$ cat src/rtl/serializador_tx.sv
// serializador_tx: byte-to-serial transmitter with link synchronisation.
// A free-running 3-bit bit counter marks a load edge once every 8 clocks.
// After reset the block sends N_SYNC COM symbols and then enters ACTIVE.
// In ACTIVE it sends data_in when valid_in is high and COM (idle) when it is low.
//
// Ports:
//   clk_32f  - serial bit clock, 8x the byte rate
//   reset_L  - asynchronous active-low reset
//   data_in  - byte from the upstream mux, sampled only on load edges
//   valid_in - data_in qualifier, sampled only on load edges
//   data_out - serial line, MSB first
//   rdy      - one-cycle strobe, high during the cycle before each load edge
//   active   - high once link sync is complete
module serializador_tx (
  input  logic       clk_32f,
  input  logic       reset_L,
  input  logic [7:0] data_in,
  input  logic       valid_in,
  output logic       data_out,
  output logic       rdy,
  output logic       active
);

  localparam logic [7:0] Com   = 8'hBC;
  localparam logic [2:0] NSync = 3'd4;

  typedef enum logic [0:0] {StSync, StActive} state_e;

  state_e     state_q, state_d;
  logic [2:0] bit_cnt_q;
  logic [2:0] com_cnt_q, com_cnt_d;
  logic [7:0] shift_q, shift_d;
  logic       rdy_q;
  logic       load;

  // Reset leaves bit_cnt at 7, so the first edge after release is a load edge.
  assign load = (bit_cnt_q == 3'd7);

  always_comb begin
    state_d   = state_q;
    com_cnt_d = com_cnt_q;
    shift_d   = {shift_q[6:0], 1'b0};
    if (load) begin
      unique case (state_q)
        StSync: begin
          shift_d = Com;
          if (com_cnt_q != NSync) begin
            com_cnt_d = com_cnt_q + 3'd1;
          end
          if (com_cnt_q == NSync - 3'd1) begin
            state_d = StActive;
          end
        end
        StActive: begin
          // COM bytes in the payload go out unmodified; no escaping.
          shift_d = valid_in ? data_in : Com;
        end
      endcase
    end
  end

  always_ff @(posedge clk_32f or negedge reset_L) begin
    if (!reset_L) begin
      state_q   <= StSync;
      bit_cnt_q <= 3'd7;
      com_cnt_q <= 3'd0;
      shift_q   <= 8'h00;
      rdy_q     <= 1'b0;
    end else begin
      state_q   <= state_d;
      bit_cnt_q <= bit_cnt_q + 3'd1;
      com_cnt_q <= com_cnt_d;
      shift_q   <= shift_d;
      rdy_q     <= (bit_cnt_q == 3'd6);
    end
  end

  assign data_out = shift_q[7];
  assign rdy      = rdy_q;
  assign active   = (state_q == StActive);

endmodule

$ cat config.mk
export PLATFORM = sky130hd
export DESIGN_NAME = serializador_tx
export DESIGN_NICKNAME = d
export VERILOG_FILES = /design/src/rtl/serializador_tx.sv
export SDC_FILE = /design/constraint.sdc
export NUM_CORES = 1
export LEC_CHECK = 0
export ABC_AREA = 1
export BUFFER_PORTS_ARGS = -buffer_cell sky130_fd_sc_hd__buf_2
export CORE_MARGIN = 1.5
export CORE_UTILIZATION = 51
export CTS_CLUSTER_DIAMETER = 60
export DETAILED_ROUTE_END_ITERATION = 7
export GPL_TIMING_DRIVEN = 0
export PLACE_DENSITY_LB_ADDON = 0.1
export SYNTH_ARGS = -nofsm -noshare
export SYNTH_HDL_FRONTEND = slang
export SYNTH_SLANG_ARGS = --single-unit
$ cat constraint.sdc
create_clock -name clk_32f -period 1.7 [get_ports clk_32f]
set_clock_uncertainty 0.15 [all_clocks]
set_input_delay 0.17 -clock clk_32f [delete_from_list [all_inputs] [get_ports clk_32f]]
set_output_delay 0.17 -clock clk_32f [all_outputs]
set_load 0.02 [all_outputs]
==> results of run 1 <==
[cell families after synthesis]
family | Yosys count | synth area share, %
AND/OR/NAND/NOR | 34 | 22.3
flip-flops | 16 | 56.8
AO/OA/AOI/OAI | 2 | 2.46
adder cells (fa/ha/maj) | 6 | 10.5
buffers and inverters | 13 | 7.91
[per-layer routing]
metal  global-route usage (%)  vias to the layer above
li1                         -                      267
met4                     7.50                        0
met2                     31.7                       10
met1                     22.0                      234
met5                        0                        -
met3                     5.00                        2
[sequential cells by signal, indices dropped and copies added, names as in the netlist]
signal and count:
bit_cnt_q 3, rdy 1, shift_q 8, com_cnt_q 3, active 1
[worst paths after layout]
check                               end  slack, ns  cells past startpoint
max in group asynchronous  bit_cnt_q[1]       0.93                      2
min in group asynchronous    shift_q[2]       0.17                      2
max reg2reg                  shift_q[4]       0.16                      6
min reg2reg                  shift_q[6]       0.32                      2
min                          shift_q[0]       0.03                      3
max                          shift_q[4]       0.16                      6
[power breakdown]
group	internal, mW	switching, mW
registers	0.389	0.00211
clock network	0.0910	0.114
logic	0.0264	0.0201
[final cells by class]
cell class | instances | area [sq um]
sequential | 16 | 404
fill | 114 | 389
multi-input combinational | 42 | 251
timing repair buffer | 22 | 155
inverter | 12 | 45.0
clock buffer | 4 | 26.3
tap | 15 | 18.8
buffer | 1 | 11.3
[what timing repair did]
action	CTS	global route
hold endpoints to repair	24	0
buffers inserted	0	0
hold buffers	9	0
[worst max-delay path, cell delays in order, from the launching register on]
cell and delay [ns]:
sky130_fd_sc_hd__dfstp_2 0.54, sky130_fd_sc_hd__ha_1 0.15, sky130_fd_sc_hd__ha_1 0.15, sky130_fd_sc_hd__buf_6 0.14, sky130_fd_sc_hd__nand3_4 0.13, sky130_fd_sc_hd__nor2_1 0.13
sky130_fd_sc_hd__nor2_1 0.05
[metrics by stage]
step / hold WS, ns / power, mW / setup WS (ns) / cells
final: 0.0261 / 0.642 / 0.159 / 112
after global routing: 0.0516 / 0.671 / 0.0388 / 112
after CTS: 0.0317 / 0.649 / 0.135 / 112
after detailed placement: -0.0514 / 0.429 / 0.150 / 99
after global placement: -0.0519 / 0.428 / 0.193 / 99
after floorplan: -0.276 / 0.408 / 0.260 / 71
[cells in the final DEF (no fill, tap or decap), drive strengths merged, types with 3 or more instances in the layout]
cell type and count:
nor2 17, dlygate4sd3 9, ha 6, inv 12, nand2 12, clkbuf 4, buf 14, dfrtp 13
nand3 5, dfstp 3
==> out/qor.yml, run 1 <==
sta:
  setup_failing_eps_final: 0
  finalCritPeriodShare_pct: 90.6
  max-slew-margin-rel_pct: 77.0
  timing.setup.tns_ns: 0
  rsz0062_at_grt: "no"
  fmaxAchievable_mhz: 649
  hold_violations: 0
  drv_slew: 0
  post-route-min-period_ns: 1.54
  tightestPinTransition_ns: 0.345
critical_path:
  startpoint_of_the_worst_register_to_register_path: "bit_cnt_q[0]"
  path_class: "flop to flop"
  timing.critical_path.fanout_max: 9
  kind_of_start_point_of_the_critical_path: "flop"
  crit_required_ns: 1.73
  cp-end-kind: "flop"
  wp_data_arrival_ns: 1.57
  crit_start: "bit_cnt_q[0]"
cts:
  clock_network_latency_to_the_later_pin_of_the_worst_skew_pair_ns: 0.28
  clock_root_cell: "sky130_fd_sc_hd__clkbuf_4"
  cts_tree: "yes"
  cts.reportedPaths.clkPinSlew_ns: 0.09
  cts_max_path_buffers: 2
  numCtsBuffers: 3
  clock_sink_count: 16
  ctsResizeCount: 0
  htree_levels: 1
final_layout:
  antennaDiodeCount: 0
  stdcell_area_sq_um: 912
  layout.nets: 115
  utilization_pct: 70.1
  post_route_cells_drive_above_1_share_pct: 26.8
  areaGrowthSynthToFinish_pct: 28.1
job:
  timing.max_cap.violations: 0
synthesis:
  synth_cells: 71
  netlist-cell-type-count: 13
  synth.area.top_cells: "sky130_fd_sc_hd__dfrtp_1 (46%), sky130_fd_sc_hd__dfstp_2 (11%), sky130_fd_sc_hd__ha_1 (11%)"
  syn_avg_cell_area_sq_um: 10.0
  dominantRegCellSynth: "sky130_fd_sc_hd__dfrtp_1"
  synth_top_cell_area_share_pct: 45.7
  yosysTopAreaCell: "sky130_fd_sc_hd__dfrtp_1"
  synth_edf_count: 0
  yosys_warnings: 0
  synth_seq_area_share_pct: 56.8
  synth_common_cells: "sky130_fd_sc_hd__nor2_1 (16), sky130_fd_sc_hd__dfrtp_1 (13), sky130_fd_sc_hd__nand2_1 (12)"
  mappedNetlistArea_sq_um: 712
  post-synth-top-count-cell: "sky130_fd_sc_hd__nor2_1"
  synth_fp_nets: 88
  synthArstFlopShare_pct: 100
  yosys_register_bits: 16
route:
  highest-signal-layer: "met4"
  wl_per_cell_um: 10.4
  firstDrtPassIters: 4
  detail_route.wirelength_um: 1160
  route.detailed.drc: 0
  drtAntennaViolNets: 0
  met3_wirelength_um: 49
  met2WireLength_um: 595
  route.detailed.vias_per_inst: 4.58
  met1Wirelength_um: 508
  drt_iter0_drc: 9
  via_count: 513
global_route:
  grt-ovfl-total: 0
  first_global_vias: 500
  grt_use_total_pct: 18.6
  pin_count_of_the_biggest_net_entering_global_routing: 17
  antenna_found_initial: 0
  grt_first_pass_wirelength_um: 1930
hold_path:
  hold_start: "valid_in"
  hold_class: "input port to flop"
die:
  chipHeight_um: 40.4
  floorplan.io_pins: 14
  die-width_um: 40.4
  core-area_sq_mm: 0.00130
  row_count: 13
  floorplan.initialDensity_pct: 54.7
  full_die_area_sq_mm: 0.00163
place:
  gpl.final_weighted_congestion: 0.624
  placed_instance_area_sq_um: 796
  placement.io_buffers: 13
  dp_wirelength_um: 797
power:
  power_per_cell_area_mw_per_mm2: 704
  ir_drop_worst_vdd_mv: 0.442
  power_leakage_nw: 0.494
status:
  run_status: "finished clean"
No activity file was read; power rests on OpenSTA's default activity.
==> inputs of run 2 (changes only) <==
Settings changed: BUFFER_PORTS_ARGS -buffer_cell sky130_fd_sc_hd__buf_2 to unset, CELL_PAD_IN_SITES_DETAIL_PLACEMENT set to 0, CELL_PAD_IN_SITES_GLOBAL_PLACEMENT set to 1, CORE_UTILIZATION 51 to 44, DONT_BUFFER_PORTS set to 1.
==> out/qor.yml, run 2 (same netlist as run 1, synthesis figures left out) <==
critical_path:
  crit_required_ns: 1.74
  kind_of_start_point_of_the_critical_path: "flop"
  crit_start: "bit_cnt_q[0]"
  path_class: "flop to flop"
  cp-end-kind: "flop"
  startpoint_of_the_worst_register_to_register_path: "bit_cnt_q[0]"
  timing.critical_path.fanout_max: 9
  reg2reg_slack_ns: 0.17
  wp_data_arrival_ns: 1.56
final_layout:
  final-instance-count-excl-fill: 101
  utilization_pct: 57.6
  layout.cells.most_common: "sky130_fd_sc_hd__nor2_1"
  antennaDiodeCount: 0
  areaGrowthSynthToFinish_pct: 22.0
  top_regs: "shift_q x8, bit_cnt_q x3, com_cnt_q x3"
  post_route_cells_drive_above_1_share_pct: 16.5
  top_reg_by_flops: "shift_q"
  layout.nets: 103
  mostFrequentLayoutCells: "sky130_fd_sc_hd__nor2_1 (16), sky130_fd_sc_hd__dfrtp_1 (13), sky130_fd_sc_hd__nand2_1 (12)"
  max_reg_flops: 8
cts:
  htree_levels: 1
  clock_network_latency_to_the_later_pin_of_the_worst_skew_pair_ns: 0.28
  cts_max_path_buffers: 2
  clock_sink_count: 16
  numCtsBuffers: 3
  cts.reportedPaths.clkPinSlew_ns: 0.09
  clock_root_cell: "sky130_fd_sc_hd__clkbuf_4"
  cts_post_setup_buffers_inserted: 0
  ctsResizeCount: 0
  cts_tree: "yes"
power:
  ir_drop_worst_vdd_mv: 0.496
  p_seq_share_pct: 58.2
  fraction_of_power_consumed_by_combinational_cells_pct: 5.1
  switching_power_mw: 0.136
  clkPwrFrac_pct: 36.7
  switching_share_of_power_pct: 20.2
  power_per_cell_area_mw_per_mm2: 777
  power_leakage_nw: 0.453
  int_pwr_mw: 0.539
die:
  die-width_um: 43.2
  full_die_area_sq_mm: 0.00187
  core-area_sq_mm: 0.00151
  row_count: 14
  floorplan.initialDensity_pct: 47.3
  floorplan.io_pins: 14
  chipHeight_um: 43.2
sta:
  setup_failing_eps_final: 0
  post-route-min-period_ns: 1.53
  hold_violations: 0
  fmaxAchievable_mhz: 655
  tightestPinTransition_ns: 0.693
  timing.setup.tns_ns: 0
  rsz0062_at_grt: "no"
  finalCritPeriodShare_pct: 89.8
  drv_slew: 0
  max-slew-margin-rel_pct: 53.7
global_route:
  pin_count_of_the_biggest_net_entering_global_routing: 17
  grt-ovfl-total: 0
  grt_use_total_pct: 14.2
  first_global_vias: 442
  antenna_found_initial: 0
  grt_first_pass_wirelength_um: 1880
status:
  run_status: "finished clean"
route:
  firstDrtPassIters: 4
  detail_route.wirelength_um: 1050
  drtAntennaViolNets: 0
  wl_per_cell_um: 10.4
  route.detailed.vias_per_inst: 4.65
  via_count: 470
  drt_iter0_drc: 1
  route.detailed.drc: 0
place:
  dpl.cell_count: 87
  dp_wirelength_um: 728
  gpl.final_weighted_congestion: 0.754
  placement.io_buffers: 0
hold_path:
  hold_class: "input port to asynchronous set/reset pin"
job:
  timing.max_cap.violations: 0
-- run 2: changes by cell type in the layout (fill, tap and decap cells not counted) --
cell | previous run | this run
sky130_fd_sc_hd__clkbuf_1 | 1 | 0
sky130_fd_sc_hd__buf_2 | 13 | 0
sky130_fd_sc_hd__clkbuf_8 | 0 | 1
sky130_fd_sc_hd__dlygate4sd3_1 | 9 | 10
-- run 2: repair_timing --
action,in CTS,in global routing
hold endpoints to repair,24,0
hold buffers,10,0
setup endpoints to repair,0,0
-- run 2: layout make-up --
type,count,area [sq um]
fillers,140,638
flip-flops and latches,16,404
multi-input cells,42,251
repair buffers,10,100
inverters,12,45.0
clock buffers,4,36.3
well taps,16,20.0
plain buffers,1,11.3
-- run 2: power groups by stage --
stage / sequential, mW / combinational (mW) / clock, mW
floorplan: 0.400 / 0.00813 / 0
global placement: 0.400 / 0.00877 / 0
detailed placement: 0.400 / 0.00902 / 0
CTS: 0.393 / 0.0354 / 0.257
global route: 0.393 / 0.0390 / 0.272
finish: 0.393 / 0.0343 / 0.248
-- run 2: worst max-delay path, stage by stage, from the launching register on --
cell and delay [ns]:
sky130_fd_sc_hd__dfstp_2 0.54, sky130_fd_sc_hd__ha_1 0.14, sky130_fd_sc_hd__ha_1 0.15, sky130_fd_sc_hd__buf_6 0.14, sky130_fd_sc_hd__nand3_4 0.13, sky130_fd_sc_hd__nor2_1 0.13, sky130_fd_sc_hd__nor2_1 0.05
-- run 2: stage by stage --
step	total power [mW]	setup WS (ns)	hold WS [ns]	cell area (sq um)
final	0.675	0.174	0.214	868
after global routing	0.704	0.0457	0.285	868
after CTS	0.685	0.142	0.250	868
after detailed placement	0.409	0.163	-0.275	732
after global placement	0.409	0.171	-0.275	732
after floorplan	0.408	0.260	-0.276	712
-- run 2: path summary, 6_finish.rpt --
kind                       cells after the start            to
max                                            6    shift_q[3]
min                                            1           rdy
max reg2reg                                    6    shift_q[3]
min reg2reg                                    2    shift_q[6]
max in group asynchronous                      1  com_cnt_q[2]
min in group clk_32f                           2    shift_q[6]
-- run 2: metal layers --
metal	up-vias	track usage (%)	share of wire, %
met1	217	17.0	44
met5	-	0	0
met4	0	9.09	3.2
met3	4	2.55	4.2
met2	11	23.0	48
li1	238	-	-
